$ cat src/rtl/multicycle_controller_pkg.sv
// Shared types and constants for the multicycle RISC-V control unit.
// Optional build macro: MC_CTRL_BRANCH_EXT_EN (bne/blt/bge decode in the top).
package multicycle_controller_pkg;

  typedef enum logic [3:0] {
    StFetch    = 4'd0,
    StDecode   = 4'd1,
    StMemAdr   = 4'd2,
    StMemRead  = 4'd3,
    StMemWb    = 4'd4,
    StMemWrite = 4'd5,
    StExecR    = 4'd6,
    StExecI    = 4'd7,
    StAluWb    = 4'd8,
    StBranch   = 4'd9,
    StJal      = 4'd10
  } state_e;

  typedef enum logic [1:0] {
    AluOpAdd   = 2'b00,
    AluOpSub   = 2'b01,
    AluOpFunct = 2'b10
  } aluop_e;

  localparam logic [6:0] OpLoad   = 7'b0000011;
  localparam logic [6:0] OpStore  = 7'b0100011;
  localparam logic [6:0] OpRtype  = 7'b0110011;
  localparam logic [6:0] OpItype  = 7'b0010011;
  localparam logic [6:0] OpBranch = 7'b1100011;
  localparam logic [6:0] OpJal    = 7'b1101111;

  localparam logic [2:0] AluAdd = 3'b000;
  localparam logic [2:0] AluSub = 3'b001;
  localparam logic [2:0] AluAnd = 3'b010;
  localparam logic [2:0] AluOr  = 3'b011;
  localparam logic [2:0] AluSlt = 3'b101;

  function automatic logic [1:0] imm_sel(input logic [6:0] op);
    case (op)
      OpStore:  imm_sel = 2'b01;
      OpBranch: imm_sel = 2'b10;
      OpJal:    imm_sel = 2'b11;
      default:  imm_sel = 2'b00;
    endcase
  endfunction

endpackage

$ cat src/rtl/multicycle_controller_alu_decoder.sv
// Maps the FSM's ALU operation class plus instruction fields to an alu_control code.
module mc_alu_decoder
  import multicycle_controller_pkg::*;
(
  input  aluop_e     aluop,
  input  logic       op5,
  input  logic [2:0] funct3,
  input  logic       funct7b5,
  output logic [2:0] alu_control
);

  always_comb begin
    alu_control = AluAdd;
    case (aluop)
      AluOpSub: alu_control = AluSub;
      AluOpFunct: begin
        case (funct3)
          // op5 separates R-type sub from I-type addi whose imm[10] aliases funct7b5
          3'b000:  alu_control = (op5 && funct7b5) ? AluSub : AluAdd;
          3'b010:  alu_control = AluSlt;
          3'b110:  alu_control = AluOr;
          3'b111:  alu_control = AluAnd;
          default: alu_control = AluAdd;
        endcase
      end
      default: alu_control = AluAdd;
    endcase
  end

endmodule

$ cat src/rtl/multicycle_controller.sv
// Moore-style control FSM for a multicycle RV32 datapath.
// Define MC_CTRL_BRANCH_EXT_EN to add bne/blt/bge to the branch decision.
module multicycle_controller
  import multicycle_controller_pkg::*;
(
  input  logic       clk,
  input  logic       rst_n,
  input  logic [6:0] opcode,
  input  logic [2:0] funct3,
  input  logic       funct7b5,
  input  logic       zero_flag,
  input  logic       sign_flag,
  input  logic       mem_ready,
  output logic       pc_write,
  output logic       ir_write,
  output logic       mem_write,
  output logic       reg_write,
  output logic       adr_src,
  output logic [1:0] alu_src_a,
  output logic [1:0] alu_src_b,
  output logic [1:0] result_src,
  output logic [1:0] imm_src,
  output logic [2:0] alu_control,
  output logic [3:0] state,
  output logic       illegal_instr
);

  state_e state_q, state_d;
  logic   run_q;       // low until the first edge after reset; keeps strobes quiet
  logic   is_store_q;  // load/store choice captured in DECODE
  logic   legal_op;
  logic   taken;
  aluop_e aluop;

  always_comb begin
    legal_op = (opcode == OpLoad) || (opcode == OpStore) || (opcode == OpRtype) ||
               (opcode == OpItype) || (opcode == OpBranch) || (opcode == OpJal);
  end

  always_comb begin
    taken = 1'b0;
    case (funct3)
      3'b000:  taken = zero_flag;
`ifdef MC_CTRL_BRANCH_EXT_EN
      3'b001:  taken = !zero_flag;
      3'b100:  taken = sign_flag;
      3'b101:  taken = !sign_flag;
`endif
      default: taken = 1'b0;
    endcase
  end

`ifndef MC_CTRL_BRANCH_EXT_EN
  logic unused_sign;
  assign unused_sign = sign_flag;
`endif

  always_comb begin
    state_d = state_q;
    unique case (state_q)
      StFetch:    if (mem_ready && run_q) state_d = StDecode;
      StDecode: begin
        case (opcode)
          OpLoad, OpStore: state_d = StMemAdr;
          OpRtype:         state_d = StExecR;
          OpItype:         state_d = StExecI;
          OpBranch:        state_d = StBranch;
          OpJal:           state_d = StJal;
          default:         state_d = StFetch;
        endcase
      end
      StMemAdr:   state_d = is_store_q ? StMemWrite : StMemRead;
      StMemRead:  if (mem_ready) state_d = StMemWb;
      StMemWb:    state_d = StFetch;
      StMemWrite: if (mem_ready) state_d = StFetch;
      StExecR:    state_d = StAluWb;
      StExecI:    state_d = StAluWb;
      StAluWb:    state_d = StFetch;
      StBranch:   state_d = StFetch;
      StJal:      state_d = StAluWb;
      default:    state_d = StFetch;
    endcase
  end

  always_ff @(posedge clk or negedge rst_n) begin
    if (!rst_n) begin
      state_q    <= StFetch;
      run_q      <= 1'b0;
      is_store_q <= 1'b0;
    end else begin
      state_q <= state_d;
      run_q   <= 1'b1;
      if (state_q == StDecode) is_store_q <= (opcode == OpStore);
    end
  end

  // Strobes are gated by run_q so an async reset kills them in the same instant.
  always_comb begin
    pc_write      = 1'b0;
    ir_write      = 1'b0;
    mem_write     = 1'b0;
    reg_write     = 1'b0;
    illegal_instr = 1'b0;
    adr_src       = 1'b0;
    alu_src_a     = 2'b00;
    alu_src_b     = 2'b00;
    result_src    = 2'b00;
    aluop         = AluOpAdd;
    unique case (state_q)
      StFetch: begin
        alu_src_b  = 2'b10;
        result_src = 2'b10;
        ir_write   = mem_ready && run_q;
        pc_write   = mem_ready && run_q;
      end
      StDecode: begin
        alu_src_a     = 2'b01;
        alu_src_b     = 2'b01;
        illegal_instr = !legal_op && run_q;
      end
      StMemAdr: begin
        alu_src_a = 2'b10;
        alu_src_b = 2'b01;
      end
      StMemRead:  adr_src = 1'b1;
      StMemWb: begin
        result_src = 2'b01;
        reg_write  = run_q;
      end
      StMemWrite: begin
        adr_src   = 1'b1;
        mem_write = run_q;
      end
      StExecR: begin
        alu_src_a = 2'b10;
        aluop     = AluOpFunct;
      end
      StExecI: begin
        alu_src_a = 2'b10;
        alu_src_b = 2'b01;
        aluop     = AluOpFunct;
      end
      StAluWb:    reg_write = run_q;
      StBranch: begin
        alu_src_a = 2'b10;
        aluop     = AluOpSub;
        pc_write  = taken && run_q;
      end
      StJal: begin
        alu_src_a = 2'b01;
        alu_src_b = 2'b10;
        pc_write  = run_q;
      end
      default: ;
    endcase
  end

  mc_alu_decoder u_alu_decoder (
    .aluop       (aluop),
    .op5         (opcode[5]),
    .funct3      (funct3),
    .funct7b5    (funct7b5),
    .alu_control (alu_control)
  );

  assign imm_src = imm_sel(opcode);
  assign state   = state_q;

endmodule
$ cat config.mk
export PLATFORM = sky130hd
export DESIGN_NAME = multicycle_controller
export DESIGN_NICKNAME = d
export VERILOG_FILES = /design/src/rtl/multicycle_controller_pkg.sv /design/src/rtl/multicycle_controller_alu_decoder.sv /design/src/rtl/multicycle_controller.sv
export SDC_FILE = /design/constraint.sdc
export NUM_CORES = 1
export LEC_CHECK = 0
export BUFFER_PORTS_ARGS = -buffer_cell sky130_fd_sc_hd__clkbuf_2
export CORE_MARGIN = 8
export CORE_UTILIZATION = 44
export DETAILED_ROUTE_END_ITERATION = 10
export PLACE_DENSITY = 0.77
export SYNTH_ARGS = -nofsm -noshare
export SYNTH_HDL_FRONTEND = slang
export SYNTH_SLANG_ARGS = --single-unit
export TNS_END_PERCENT = 5
$ cat constraint.sdc
create_clock -name clk -period 2.4 [get_ports clk]
set_input_delay 0.36 -clock clk [delete_from_list [all_inputs] [get_ports clk]]
set_output_delay 0.36 -clock clk [all_outputs]
set_load 0.005 [all_outputs]
==> flow_results.xml, run 1 <==
<?xml version="1.0" encoding="UTF-8"?>
<metrics>
  <group name="timing">
    <metric name="setup_repair_after_global_routing_missed_its_margin" unit="">no</metric>
    <metric name="report.final.setup_viol" unit="">0</metric>
    <metric name="final_period_utilization" unit="%">95.0</metric>
    <metric name="timing.clock.skew" unit="ps">2.65</metric>
    <metric name="max_freq" unit="MHz">439</metric>
    <metric name="timing.final.hold_violations" unit="">0</metric>
    <metric name="layout_min_cycle_time" unit="ps">2280</metric>
    <metric name="timing.final.max_slew_violations" unit="">0</metric>
    <metric name="final.setup.tns" unit="ps">0</metric>
  </group>
  <group name="clock_tree">
    <metric name="worst_skew_pair.late_latency" unit="ps">240</metric>
    <metric name="cts.htree.levels" unit="">1</metric>
    <metric name="clockRootBuffer" unit="">sky130_fd_sc_hd__clkbuf_4</metric>
    <metric name="clock_sink_count" unit="">6</metric>
    <metric name="cts.clk_slew.worst_paths" unit="ps">40</metric>
    <metric name="cts.repair_timing.setup_buffer_count" unit="">0</metric>
    <metric name="cts_inserted_buffers" unit="">3</metric>
    <metric name="max-clock-path-buffers" unit="">2</metric>
    <metric name="cts_tree" unit="">built</metric>
  </group>
  <group name="setup_path">
    <metric name="cp_data_arrival_time" unit="ps">1920</metric>
    <metric name="worst_setup_path_start_kind" unit="">register</metric>
    <metric name="critical_path_class" unit="">register to output port</metric>
    <metric name="count_of_cells_along_the_worst_register_to_register_path" unit="">5</metric>
    <metric name="critical_path.slowest_cell" unit="">sky130_fd_sc_hd__or4b_4</metric>
    <metric name="critical_path.n_buffers_inverters" unit="">2</metric>
    <metric name="path_delay_family" unit="">simple AND/OR/NAND/NOR gates</metric>
    <metric name="worstReg2RegStart" unit="">state[2]$_DFFE_PN0P_</metric>
    <metric name="critPathMaxFanout" unit="">11</metric>
    <metric name="cpPeakStageDelay" unit="ps">510</metric>
    <metric name="timing.critical_path.to_type" unit="">output port</metric>
    <metric name="crit_chain" unit="">buf_4 &gt; or4b_4 &gt; nor4_1 &gt; clkbuf_2</metric>
    <metric name="setup.reg_to_reg.worst_slack" unit="ps">340</metric>
    <metric name="required" unit="ps">2040</metric>
    <metric name="r2r-end" unit="">state[0]$_DFFE_PN0P_</metric>
  </group>
  <group name="hold_path">
    <metric name="worst_hold_path.num_cells" unit="">2</metric>
    <metric name="hp_start" unit="">mem_ready</metric>
    <metric name="hold_path.class" unit="">input port to register</metric>
    <metric name="holdPathEnd" unit="">state[2]$_DFFE_PN0P_</metric>
  </group>
  <group name="grt">
    <metric name="grtUsageTotal" unit="%">13.0</metric>
    <metric name="grt_pass1_wl" unit="mm">3.66</metric>
    <metric name="grt_start_max_net_pins" unit="">15</metric>
    <metric name="grt_pass1_vias" unit="">812</metric>
    <metric name="grt_remaining_overflow" unit="">0</metric>
    <metric name="antenna_found_initial" unit="">0</metric>
  </group>
  <group name="die">
    <metric name="top_level_ports" unit="">37</metric>
    <metric name="initial_core_util" unit="%">47.9</metric>
    <metric name="core_area" unit="um^2">1520</metric>
    <metric name="row_count" unit="">14</metric>
    <metric name="fp.dieH" unit="um">56.8</metric>
    <metric name="die_area" unit="um^2">3220</metric>
    <metric name="die_w" unit="um">56.8</metric>
  </group>
  <group name="final_layout">
    <metric name="final_design_area_no_fill" unit="um^2">966</metric>
    <metric name="fillers" unit="">139</metric>
    <metric name="antenna_cells" unit="">0</metric>
    <metric name="finalCoreUtilization" unit="%">63.4</metric>
    <metric name="final_cells" unit="">155</metric>
    <metric name="drive_gt1_share" unit="%">38.1</metric>
    <metric name="fin_nets" unit="">159</metric>
    <metric name="syn2layout_area_growth" unit="%">32.2</metric>
  </group>
  <group name="route">
    <metric name="drtIter0Drc" unit="">46</metric>
    <metric name="routed-via-count" unit="">865</metric>
    <metric name="detail_route.wirelength" unit="mm">2.14</metric>
    <metric name="wl_per_cell" unit="um">13.8</metric>
    <metric name="met3_wirelength" unit="um">201</metric>
    <metric name="topRoutingLayerUsed" unit="">met3</metric>
    <metric name="met2RoutedLength" unit="mm">1.05</metric>
    <metric name="wire_length_on_met1" unit="um">898</metric>
    <metric name="drt-vias-per-instance" unit="">5.58</metric>
    <metric name="drt_pass1_iterations" unit="">4</metric>
    <metric name="drc_errors" unit="">0</metric>
    <metric name="antenna_violating_nets_post_route" unit="">0</metric>
  </group>
  <group name="placed_design">
    <metric name="placement.io_buffers" unit="">35</metric>
    <metric name="gpl.final_weighted_congestion" unit="">0.843</metric>
    <metric name="placement.cell_area" unit="um^2">922</metric>
    <metric name="detailed_place_hpwl" unit="mm">1.69</metric>
    <metric name="dpl.cell_count" unit="">151</metric>
  </group>
  <group name="power_and_ir_drop">
    <metric name="cellPowerDensity" unit="nW/um^2">671</metric>
    <metric name="ir_worst_vdd" unit="mV">0.436</metric>
    <metric name="p_leak" unit="nW">0.477</metric>
  </group>
  <group name="yosys">
    <metric name="fraction_of_the_yosys_area_taken_by_sequential_cells" unit="%">20.5</metric>
    <metric name="post_synth_instance_area" unit="um^2">731</metric>
    <metric name="yosys_register_bits" unit="">6</metric>
    <metric name="synthCells" unit="">102</metric>
    <metric name="yosys.cell_types.count" unit="">40</metric>
    <metric name="syn_nets" unit="">120</metric>
    <metric name="avgSynthCellArea" unit="um^2">7.16</metric>
    <metric name="synth-warning-count" unit="">0</metric>
  </group>
  <group name="run_status">
    <metric name="status" unit="">finished clean</metric>
  </group>
  <group name="flow_run">
    <metric name="drv.max_cap_violation_count" unit="">0</metric>
  </group>
</metrics>
power breakdown:
part,total [mW],internal [mW],switching (mW)
clock network,0.0914,0.0565,0.0350
registers,0.160,0.119,0.0404
logic,0.397,0.203,0.194
kinds of logic (layout without fill, tap and decap cells):
kind of cell             after synthesis  in the layout  synth area share, %
flip-flops                             6              6                 20.5
AND/OR/NAND/NOR                       49             49                 36.3
adder cells (fa/ha/maj)                2              2                 3.42
AO/OA/AOI/OAI                         24             24                 22.6
multiplexers                           1              1                 1.37
XOR/XNOR                               5              5                 5.99
buffers and inverters                 14             51                 9.25
other                                  1              1                0.513
layout make-up:
class,instances,area [um^2],area share [%]
inverters,7,26.3,2.72
well taps,16,20.0,2.07
flip-flops and latches,6,153,15.8
clock buffers,3,22.5,2.33
repair buffers,41,223,23.1
multi-input cells,82,522,54.0
state kept, by name, indices dropped and copies added, names as in the netlist:
register and flops:
is_store_q 1, run_q 1, state 4
worst max-delay path by stage:
stage	start	endpoint	slack [ps]	cells after the start
3_5_place_dp	state[1]$_DFFE_PN0P_	alu_control[2]	360	7
4_1_cts	state[1]$_DFFE_PN0P_	alu_control[2]	90	7
6_report	state[2]$_DFFE_PN0P_	illegal_instr	120	4
3_3_place_gp	state[2]$_DFFE_PN0P_	state[0]$_DFFE_PN0P_	390	5
5_1_grt	state[1]$_DFFE_PN0P_	alu_control[2]	10	7
2_1_floorplan	state[2]$_DFFE_PN0P_	alu_control[2]	430	6
Yosys cell counts (all sizes together):
library cell	instances	area share, %
nand4	2	1.7
or2	1	0.86
a21oi	5	3.4
or3b	1	1.2
or4b	2	3.3
a31o	2	2.4
nor2b	2	1.7
nor4	4	3.4
inv	7	3.6
nand3b	2	2.1
o21a	1	1.0
ha	2	3.4
a21boi	1	1.0
nor3	3	2.1
a21o	1	1.0
nor3b	2	2.1
xnor2	4	4.8
nor4b	1	1.2
buf	3	3.6
a32o	1	1.4
nand3	3	2.1
xor2	1	1.2
dfrtp	6	21
a31oi	2	1.7
o31ai	2	2.1
a311oi	1	1.2
nand2	10	5.1
mux2i	1	1.4
conb	1	0.51
a2bb2oi	2	2.4
or3	1	0.86
clkbuf	4	2.1
o21ai	4	2.7
nand2b	2	1.7
o32ai	1	1.2
nor2	13	7.0
o21bai	1	1.0
placed cells by master (no fill, tap or decap), types with 2 or more instances in the layout:
cell	netlist	final
sky130_fd_sc_hd__nor3b_1	2	2
sky130_fd_sc_hd__nor3_1	3	3
sky130_fd_sc_hd__nand3b_1	2	2
sky130_fd_sc_hd__a21oi_1	5	5
sky130_fd_sc_hd__a31oi_1	2	2
sky130_fd_sc_hd__clkbuf_4	0	3
sky130_fd_sc_hd__ha_1	2	2
sky130_fd_sc_hd__a31o_2	2	2
sky130_fd_sc_hd__buf_4	0	5
sky130_fd_sc_hd__nand2b_1	2	2
sky130_fd_sc_hd__nor2b_1	2	2
sky130_fd_sc_hd__nand3_1	3	3
sky130_fd_sc_hd__xnor2_1	4	4
sky130_fd_sc_hd__nor2_1	12	11
sky130_fd_sc_hd__nand4_1	2	2
sky130_fd_sc_hd__inv_1	7	7
sky130_fd_sc_hd__o21ai_0	4	4
sky130_fd_sc_hd__dfrtp_1	6	4
sky130_fd_sc_hd__dfrtp_2	0	2
sky130_fd_sc_hd__nor2_2	1	2
sky130_fd_sc_hd__o31ai_1	2	2
sky130_fd_sc_hd__nand2_1	10	10
sky130_fd_sc_hd__nor4_1	4	3
sky130_fd_sc_hd__clkbuf_2	0	35
sky130_fd_sc_hd__a2bb2oi_1	2	2
stage by stage:
stage | hold WS, ps | setup WS [ps] | power (mW)
6_report | 436 | 120 | 0.648
5_1_grt | 451 | 14.6 | 0.716
4_1_cts | 432 | 90.9 | 0.645
3_5_place_dp | 191 | 355 | 0.550
3_3_place_gp | 185 | 387 | 0.544
2_1_floorplan | 64.4 | 426 | 0.406
what timing repair did:
action / CTS / global route
hold endpoints to repair: 6 / 0
resized for setup: 0 / 4
hold buffers: 1 / 0
setup endpoints to repair: 0 / 1
routing by layer:
layer | track usage, % | vias up
met2 | 20.7 | 35
met1 | 16.0 | 384
met3 | 5.84 | 0
li1 | - | 446
met5 | 0 | -
met4 | 1.68 | 0
No activity file was read; power rests on OpenSTA's default activity.
==> run 2: changes to the inputs <==
--- a/config.mk
+++ b/config.mk
@@ -7,9 +7,9 @@
 export LEC_CHECK = 0
 export BUFFER_PORTS_ARGS = -buffer_cell sky130_fd_sc_hd__clkbuf_2
 export CORE_MARGIN = 8
-export CORE_UTILIZATION = 44
+export CORE_UTILIZATION = 48
 export DETAILED_ROUTE_END_ITERATION = 10
-export PLACE_DENSITY = 0.77
+export PLACE_DENSITY = 0.83
 export SYNTH_ARGS = -nofsm -noshare
 export SYNTH_HDL_FRONTEND = slang
 export SYNTH_SLANG_ARGS = --single-unit
==> constraint.sdc (replaced) <==
create_clock -name clk -period 2.8 [get_ports clk]
set_input_delay 0.42 -clock clk [delete_from_list [all_inputs] [get_ports clk]]
set_output_delay 0.42 -clock clk [all_outputs]
set_load 0.005 [all_outputs]
==> flow_results.xml, run 2 (synthesis results as in run 1) <==
<?xml version="1.0" encoding="UTF-8"?>
<metrics>
  <group name="setup_path">
    <metric name="setup.reg_to_reg.worst_slack" unit="ps">740</metric>
    <metric name="count_of_cells_along_the_worst_register_to_register_path" unit="">4</metric>
    <metric name="crit_chain" unit="">or4b_4 &gt; nor4_1 &gt; clkbuf_2</metric>
    <metric name="critical_path_class" unit="">register to output port</metric>
    <metric name="cp_data_arrival_time" unit="ps">1990</metric>
    <metric name="critPathMaxFanout" unit="">20</metric>
    <metric name="critical_path.slowest_cell" unit="">sky130_fd_sc_hd__or4b_4</metric>
    <metric name="timing.critical_path.to_type" unit="">output port</metric>
    <metric name="cpPeakStageDelay" unit="ps">640</metric>
    <metric name="critical_path.n_buffers_inverters" unit="">1</metric>
    <metric name="r2r-end" unit="">state[0]$_DFFE_PN0P_</metric>
    <metric name="worst_setup_path_start_kind" unit="">register</metric>
    <metric name="worstReg2RegStart" unit="">state[3]$_DFFE_PN0P_</metric>
    <metric name="required" unit="ps">2380</metric>
    <metric name="path_delay_family" unit="">simple AND/OR/NAND/NOR gates</metric>
  </group>
  <group name="route">
    <metric name="met3_wirelength" unit="um">163</metric>
    <metric name="drtIter0Drc" unit="">18</metric>
    <metric name="topRoutingLayerUsed" unit="">met3</metric>
    <metric name="routed-via-count" unit="">844</metric>
    <metric name="detail_route.wirelength" unit="mm">2.05</metric>
    <metric name="drc_errors" unit="">0</metric>
    <metric name="drt-vias-per-instance" unit="">5.52</metric>
    <metric name="antenna_violating_nets_post_route" unit="">0</metric>
    <metric name="wire_length_on_met1" unit="um">849</metric>
    <metric name="met2RoutedLength" unit="mm">1.03</metric>
    <metric name="wl_per_cell" unit="um">13.4</metric>
    <metric name="drt_pass1_iterations" unit="">4</metric>
  </group>
  <group name="flow_run">
    <metric name="drv.max_cap_violation_count" unit="">0</metric>
  </group>
  <group name="timing">
    <metric name="max_freq" unit="MHz">415</metric>
    <metric name="setup_repair_after_global_routing_missed_its_margin" unit="">no</metric>
    <metric name="timing.clock.skew" unit="ps">1.94</metric>
    <metric name="report.final.setup_viol" unit="">0</metric>
    <metric name="slew_headroom" unit="%">59.1</metric>
    <metric name="final.setup.tns" unit="ps">0</metric>
    <metric name="worst_slack" unit="ps">392</metric>
    <metric name="layout_min_cycle_time" unit="ps">2410</metric>
    <metric name="timing.final.hold_violations" unit="">0</metric>
    <metric name="max_slew.worst_pin.slew" unit="ps">614</metric>
    <metric name="final_period_utilization" unit="%">86.0</metric>
    <metric name="timing.final.max_slew_violations" unit="">0</metric>
    <metric name="final.hold.worst_slack" unit="ps">477</metric>
  </group>
  <group name="clock_tree">
    <metric name="max-clock-path-buffers" unit="">2</metric>
    <metric name="cts.htree.levels" unit="">1</metric>
    <metric name="cts_inserted_buffers" unit="">3</metric>
    <metric name="cts_resized" unit="">0</metric>
    <metric name="cts.repair_timing.setup_buffer_count" unit="">0</metric>
    <metric name="cts_tree" unit="">built</metric>
    <metric name="clockRootBuffer" unit="">sky130_fd_sc_hd__clkbuf_4</metric>
    <metric name="worst_skew_pair.late_latency" unit="ps">240</metric>
    <metric name="clock_sink_count" unit="">6</metric>
    <metric name="cts.clk_slew.worst_paths" unit="ps">40</metric>
  </group>
  <group name="placed_design">
    <metric name="place_worst_setup_slack" unit="ps">648</metric>
    <metric name="gpl.final_weighted_congestion" unit="">0.821</metric>
    <metric name="placement.io_buffers" unit="">35</metric>
    <metric name="dpl.cell_count" unit="">149</metric>
    <metric name="detailed_place_hpwl" unit="mm">1.70</metric>
    <metric name="placement.cell_area" unit="um^2">907</metric>
  </group>
  <group name="final_layout">
    <metric name="final_cells" unit="">153</metric>
    <metric name="drive_gt1_share" unit="%">34.3</metric>
    <metric name="final_common_cell" unit="">sky130_fd_sc_hd__clkbuf_2</metric>
    <metric name="antenna_cells" unit="">0</metric>
    <metric name="number_of_flip_flops_in_the_largest_register" unit="">4</metric>
    <metric name="final_design_area_no_fill" unit="um^2">940</metric>
    <metric name="finalCoreUtilization" unit="%">63.9</metric>
    <metric name="most-common-layout-cells" unit="">sky130_fd_sc_hd__clkbuf_2, sky130_fd_sc_hd__nor2_1, sky130_fd_sc_hd__nand2_1</metric>
    <metric name="syn2layout_area_growth" unit="%">28.6</metric>
    <metric name="fin_nets" unit="">157</metric>
  </group>
  <group name="power_and_ir_drop">
    <metric name="power_total" unit="mW">0.540</metric>
    <metric name="ir_worst_vdd" unit="mV">0.228</metric>
    <metric name="p_leak" unit="nW">0.469</metric>
    <metric name="cellPowerDensity" unit="nW/um^2">575</metric>
  </group>
  <group name="grt">
    <metric name="grtUsageTotal" unit="%">14.0</metric>
    <metric name="grt_pass1_wl" unit="mm">3.37</metric>
    <metric name="grt_remaining_overflow" unit="">0</metric>
    <metric name="antenna_found_initial" unit="">0</metric>
    <metric name="grt_start_max_net_pins" unit="">23</metric>
    <metric name="grt_pass1_vias" unit="">810</metric>
  </group>
  <group name="die">
    <metric name="initial_core_util" unit="%">49.7</metric>
    <metric name="die_w" unit="um">55.0</metric>
    <metric name="fp.dieH" unit="um">55.0</metric>
    <metric name="top_level_ports" unit="">37</metric>
    <metric name="die_area" unit="um^2">3030</metric>
    <metric name="row_count" unit="">14</metric>
    <metric name="core_area" unit="um^2">1470</metric>
  </group>
  <group name="hold_path">
    <metric name="hold_path.class" unit="">input port to register</metric>
    <metric name="hp_start" unit="">mem_ready</metric>
    <metric name="holdPathEnd" unit="">state[2]$_DFFE_PN0P_</metric>
    <metric name="worst_hold_path.num_cells" unit="">2</metric>
  </group>
  <group name="run_status">
    <metric name="status" unit="">finished clean</metric>
  </group>
</metrics>
run 2: changes by cell type in the layout (fill, tap and decap cells not counted), sizes merged:
cell | previous run | this run
buf | 5 | 3
run 2: how the worst max path moves through the flow:
stage | startpoint | slack, ps | cells past startpoint | end
floorplan | state[2]$_DFFE_PN0P_ | 770 | 6 | alu_control[2]
global placement | state[2]$_DFFE_PN0P_ | 690 | 7 | alu_control[2]
detailed placement | state[1]$_DFFE_PN0P_ | 650 | 7 | alu_control[2]
CTS | state[2]$_DFFE_PN0P_ | 380 | 7 | alu_control[2]
global route | state[1]$_DFFE_PN0P_ | 250 | 7 | alu_control[2]
finish | state[3]$_DFFE_PN0P_ | 390 | 3 | illegal_instr
run 2: per-layer routing:
layer  up-vias  global-route usage (%)
li1        434                       -
met1       380                    16.6
met2        30                    25.5
met3         0                    3.21
met4         0                    2.40
met5         -                       0
run 2: final cells by class:
type	instances	area [um^2]
fillers	152	532
well taps	16	20.0
flip-flops and latches	6	150
multi-input cells	82	513
clock buffers	3	22.5
inverters	7	26.3
repair buffers	39	208
run 2: power breakdown:
part	switching, mW	leakage, nW	internal [mW]	total [mW]
clock network	0.0295	0.0138	0.0484	0.0778
logic	0.178	0.376	0.164	0.342
registers	0.0200	0.0796	0.100	0.120
run 2: timing repair:
action / in CTS / in global routing
hold buffers: 1 / 0
hold endpoints to repair: 6 / 0
endpoints found under the setup margin: 0 / 0
==> run 3: changes to the inputs <==
--- a/config.mk
+++ b/config.mk
@@ -6,10 +6,11 @@
 export NUM_CORES = 1
 export LEC_CHECK = 0
 export BUFFER_PORTS_ARGS = -buffer_cell sky130_fd_sc_hd__clkbuf_2
-export CORE_MARGIN = 8
 export CORE_UTILIZATION = 48
 export DETAILED_ROUTE_END_ITERATION = 10
+export GPL_ROUTABILITY_DRIVEN = 0
 export PLACE_DENSITY = 0.83
+export REMOVE_ABC_BUFFERS = 1
 export SYNTH_ARGS = -nofsm -noshare
 export SYNTH_HDL_FRONTEND = slang
 export SYNTH_SLANG_ARGS = --single-unit
==> flow_results.xml, run 3 (synthesis results as in run 1) <==
<?xml version="1.0" encoding="UTF-8"?>
<metrics>
  <group name="placed_design">
    <metric name="placement.io_buffers" unit="">35</metric>
    <metric name="detailed_place_hpwl" unit="mm">1.54</metric>
  </group>
  <group name="timing">
    <metric name="final_period_utilization" unit="%">87.2</metric>
    <metric name="timing.clock.skew" unit="ps">11.2</metric>
    <metric name="layout_min_cycle_time" unit="ps">2440</metric>
    <metric name="max_freq" unit="MHz">410</metric>
    <metric name="timing.final.max_slew_violations" unit="">0</metric>
    <metric name="final.setup.tns" unit="ps">0</metric>
    <metric name="timing.final.hold_violations" unit="">0</metric>
    <metric name="report.final.setup_viol" unit="">0</metric>
    <metric name="setup_repair_after_global_routing_missed_its_margin" unit="">no</metric>
    <metric name="slew_headroom" unit="%">61.3</metric>
    <metric name="max_slew.worst_pin.slew" unit="ps">581</metric>
  </group>
  <group name="power_and_ir_drop">
    <metric name="power.switching_fraction" unit="%">42.8</metric>
    <metric name="ir_worst_vdd" unit="mV">0.244</metric>
    <metric name="p_leak" unit="nW">0.469</metric>
    <metric name="clock_power_share" unit="%">15.4</metric>
    <metric name="cellPowerDensity" unit="nW/um^2">581</metric>
    <metric name="combPwrFrac" unit="%">59.0</metric>
    <metric name="power.share.sequential" unit="%">25.5</metric>
    <metric name="int_pwr" unit="mW">0.312</metric>
    <metric name="netSwitchingPower" unit="mW">0.233</metric>
  </group>
  <group name="route">
    <metric name="detail_route.wirelength" unit="mm">1.92</metric>
    <metric name="drt-vias-per-instance" unit="">5.84</metric>
    <metric name="drt_pass1_iterations" unit="">4</metric>
    <metric name="wl_per_cell" unit="um">12.6</metric>
    <metric name="antenna_violating_nets_post_route" unit="">0</metric>
    <metric name="drc_errors" unit="">0</metric>
    <metric name="drtIter0Drc" unit="">22</metric>
    <metric name="routed-via-count" unit="">888</metric>
  </group>
  <group name="flow_run">
    <metric name="drv.max_cap_violation_count" unit="">0</metric>
  </group>
  <group name="clock_tree">
    <metric name="worst_skew_pair.late_latency" unit="ps">250</metric>
    <metric name="cts_resized" unit="">0</metric>
    <metric name="cts.clk_slew.worst_paths" unit="ps">60</metric>
    <metric name="cts.repair_timing.setup_buffer_count" unit="">0</metric>
    <metric name="cts.htree.levels" unit="">1</metric>
    <metric name="max-clock-path-buffers" unit="">2</metric>
    <metric name="cts_hold_buf" unit="">1</metric>
    <metric name="cts_tree" unit="">built</metric>
    <metric name="cts_inserted_buffers" unit="">3</metric>
    <metric name="clockRootBuffer" unit="">sky130_fd_sc_hd__clkbuf_4</metric>
    <metric name="clock_sink_count" unit="">6</metric>
  </group>
  <group name="die">
    <metric name="core_area" unit="um^2">1350</metric>
    <metric name="row_count" unit="">13</metric>
    <metric name="initial_core_util" unit="%">54.1</metric>
    <metric name="die_w" unit="um">41.0</metric>
    <metric name="top_level_ports" unit="">37</metric>
    <metric name="die_area" unit="um^2">1680</metric>
    <metric name="fp.dieH" unit="um">41.0</metric>
  </group>
  <group name="grt">
    <metric name="antenna_found_initial" unit="">0</metric>
    <metric name="grt_pass1_vias" unit="">740</metric>
    <metric name="grt_pass1_wl" unit="mm">2.90</metric>
    <metric name="grt_start_max_net_pins" unit="">21</metric>
    <metric name="grtUsageTotal" unit="%">25.3</metric>
    <metric name="grt_remaining_overflow" unit="">0</metric>
  </group>
  <group name="final_layout">
    <metric name="drive_gt1_share" unit="%">34.3</metric>
    <metric name="finalCoreUtilization" unit="%">69.5</metric>
    <metric name="antenna_cells" unit="">0</metric>
    <metric name="final_common_cell" unit="">sky130_fd_sc_hd__clkbuf_2</metric>
    <metric name="area_occupied_by_registers" unit="um^2">150</metric>
    <metric name="area_of_the_multi_input_gates" unit="um^2">513</metric>
    <metric name="number_of_flip_flops_in_the_largest_register" unit="">4</metric>
    <metric name="syn2layout_area_growth" unit="%">28.4</metric>
    <metric name="fin_nets" unit="">157</metric>
    <metric name="fillers" unit="">124</metric>
    <metric name="most-common-layout-cells" unit="">sky130_fd_sc_hd__clkbuf_2, sky130_fd_sc_hd__nor2_1, sky130_fd_sc_hd__nand2_1</metric>
  </group>
  <group name="setup_path">
    <metric name="crit_chain" unit="">nand2b_1 &gt; nor2_1 &gt; nand2_1 &gt; inv_1 &gt; ha_1 &gt; nor4_1 &gt; clkbuf_2</metric>
    <metric name="worst_setup_path_start_kind" unit="">register</metric>
    <metric name="setup.worst_path.start" unit="">state[0]$_DFFE_PN0P_</metric>
    <metric name="worstReg2RegStart" unit="">state[3]$_DFFE_PN0P_</metric>
    <metric name="timing.critical_path.to_type" unit="">output port</metric>
    <metric name="path_delay_family" unit="">simple AND/OR/NAND/NOR gates</metric>
    <metric name="critical_path_class" unit="">register to output port</metric>
    <metric name="critical_path.slowest_cell" unit="">sky130_fd_sc_hd__dfrtp_1</metric>
    <metric name="critical_path.n_buffers_inverters" unit="">2</metric>
    <metric name="critPathMaxFanout" unit="">14</metric>
    <metric name="cpPeakStageDelay" unit="ps">580</metric>
    <metric name="cp_data_arrival_time" unit="ps">2020</metric>
    <metric name="required" unit="ps">2380</metric>
  </group>
  <group name="hold_path">
    <metric name="hold_path.class" unit="">input port to register</metric>
    <metric name="hp_start" unit="">mem_ready</metric>
  </group>
  <group name="run_status">
    <metric name="status" unit="">finished clean</metric>
  </group>
</metrics>
run 3: layer usage:
metal | routed length (um) | track usage, % | vias to the layer above | part of all wire, %
met4 | 20 | 4.17 | 0 | 1.0
li1 | - | - | 438 | -
met1 | 772 | 28.2 | 395 | 40
met5 | 0 | 0 | - | 0
met2 | 975 | 48.0 | 51 | 51
met3 | 152 | 5.98 | 4 | 7.9
run 3: worst paths after layout:
path / depth (start not counted) / end / slack (ps)
min in group asynchronous: 2 / state[2]$_DFFE_PN0P_ / 520
max in group asynchronous: 2 / state[0]$_DFFE_PN0P_ / 2110
max: 7 / alu_control[2] / 360
min reg2reg: 2 / is_store_q$_DFFE_PN0P_ / 510
max reg2reg: 4 / state[0]$_DFFE_PN0P_ / 750
min: 2 / state[2]$_DFFE_PN0P_ / 500
run 3: cell type report:
type	count	area share [%]
timing repair buffer	39	22.1
multi-input combinational	82	54.7
clock buffer	3	2.40
tap	15	2.00
sequential	6	16.0
inverter	7	2.80
run 3: power groups by stage:
stage                     Clock [mW]  Combinational, mW  Sequential (mW)
after floorplan                    0              0.177            0.152
after global placement             0              0.309            0.140
after detailed placement           0              0.319            0.140
after CTS                     0.0849              0.322            0.139
after global routing          0.0950              0.367            0.144
final                         0.0843              0.322            0.139
run 3: through the flow:
stage / instance area [um^2] / std cells / setup WS, ps / total power, mW / hold WS, ps
CTS: 938 / 152 / 354 / 0.546 / 479
detailed placement: 906 / 148 / 628 / 0.460 / 255
floorplan: 689 / 95 / 742 / 0.329 / 124
finish: 938 / 152 / 360 / 0.546 / 497
global route: 938 / 152 / 147 / 0.605 / 491
global placement: 906 / 148 / 676 / 0.449 / 245
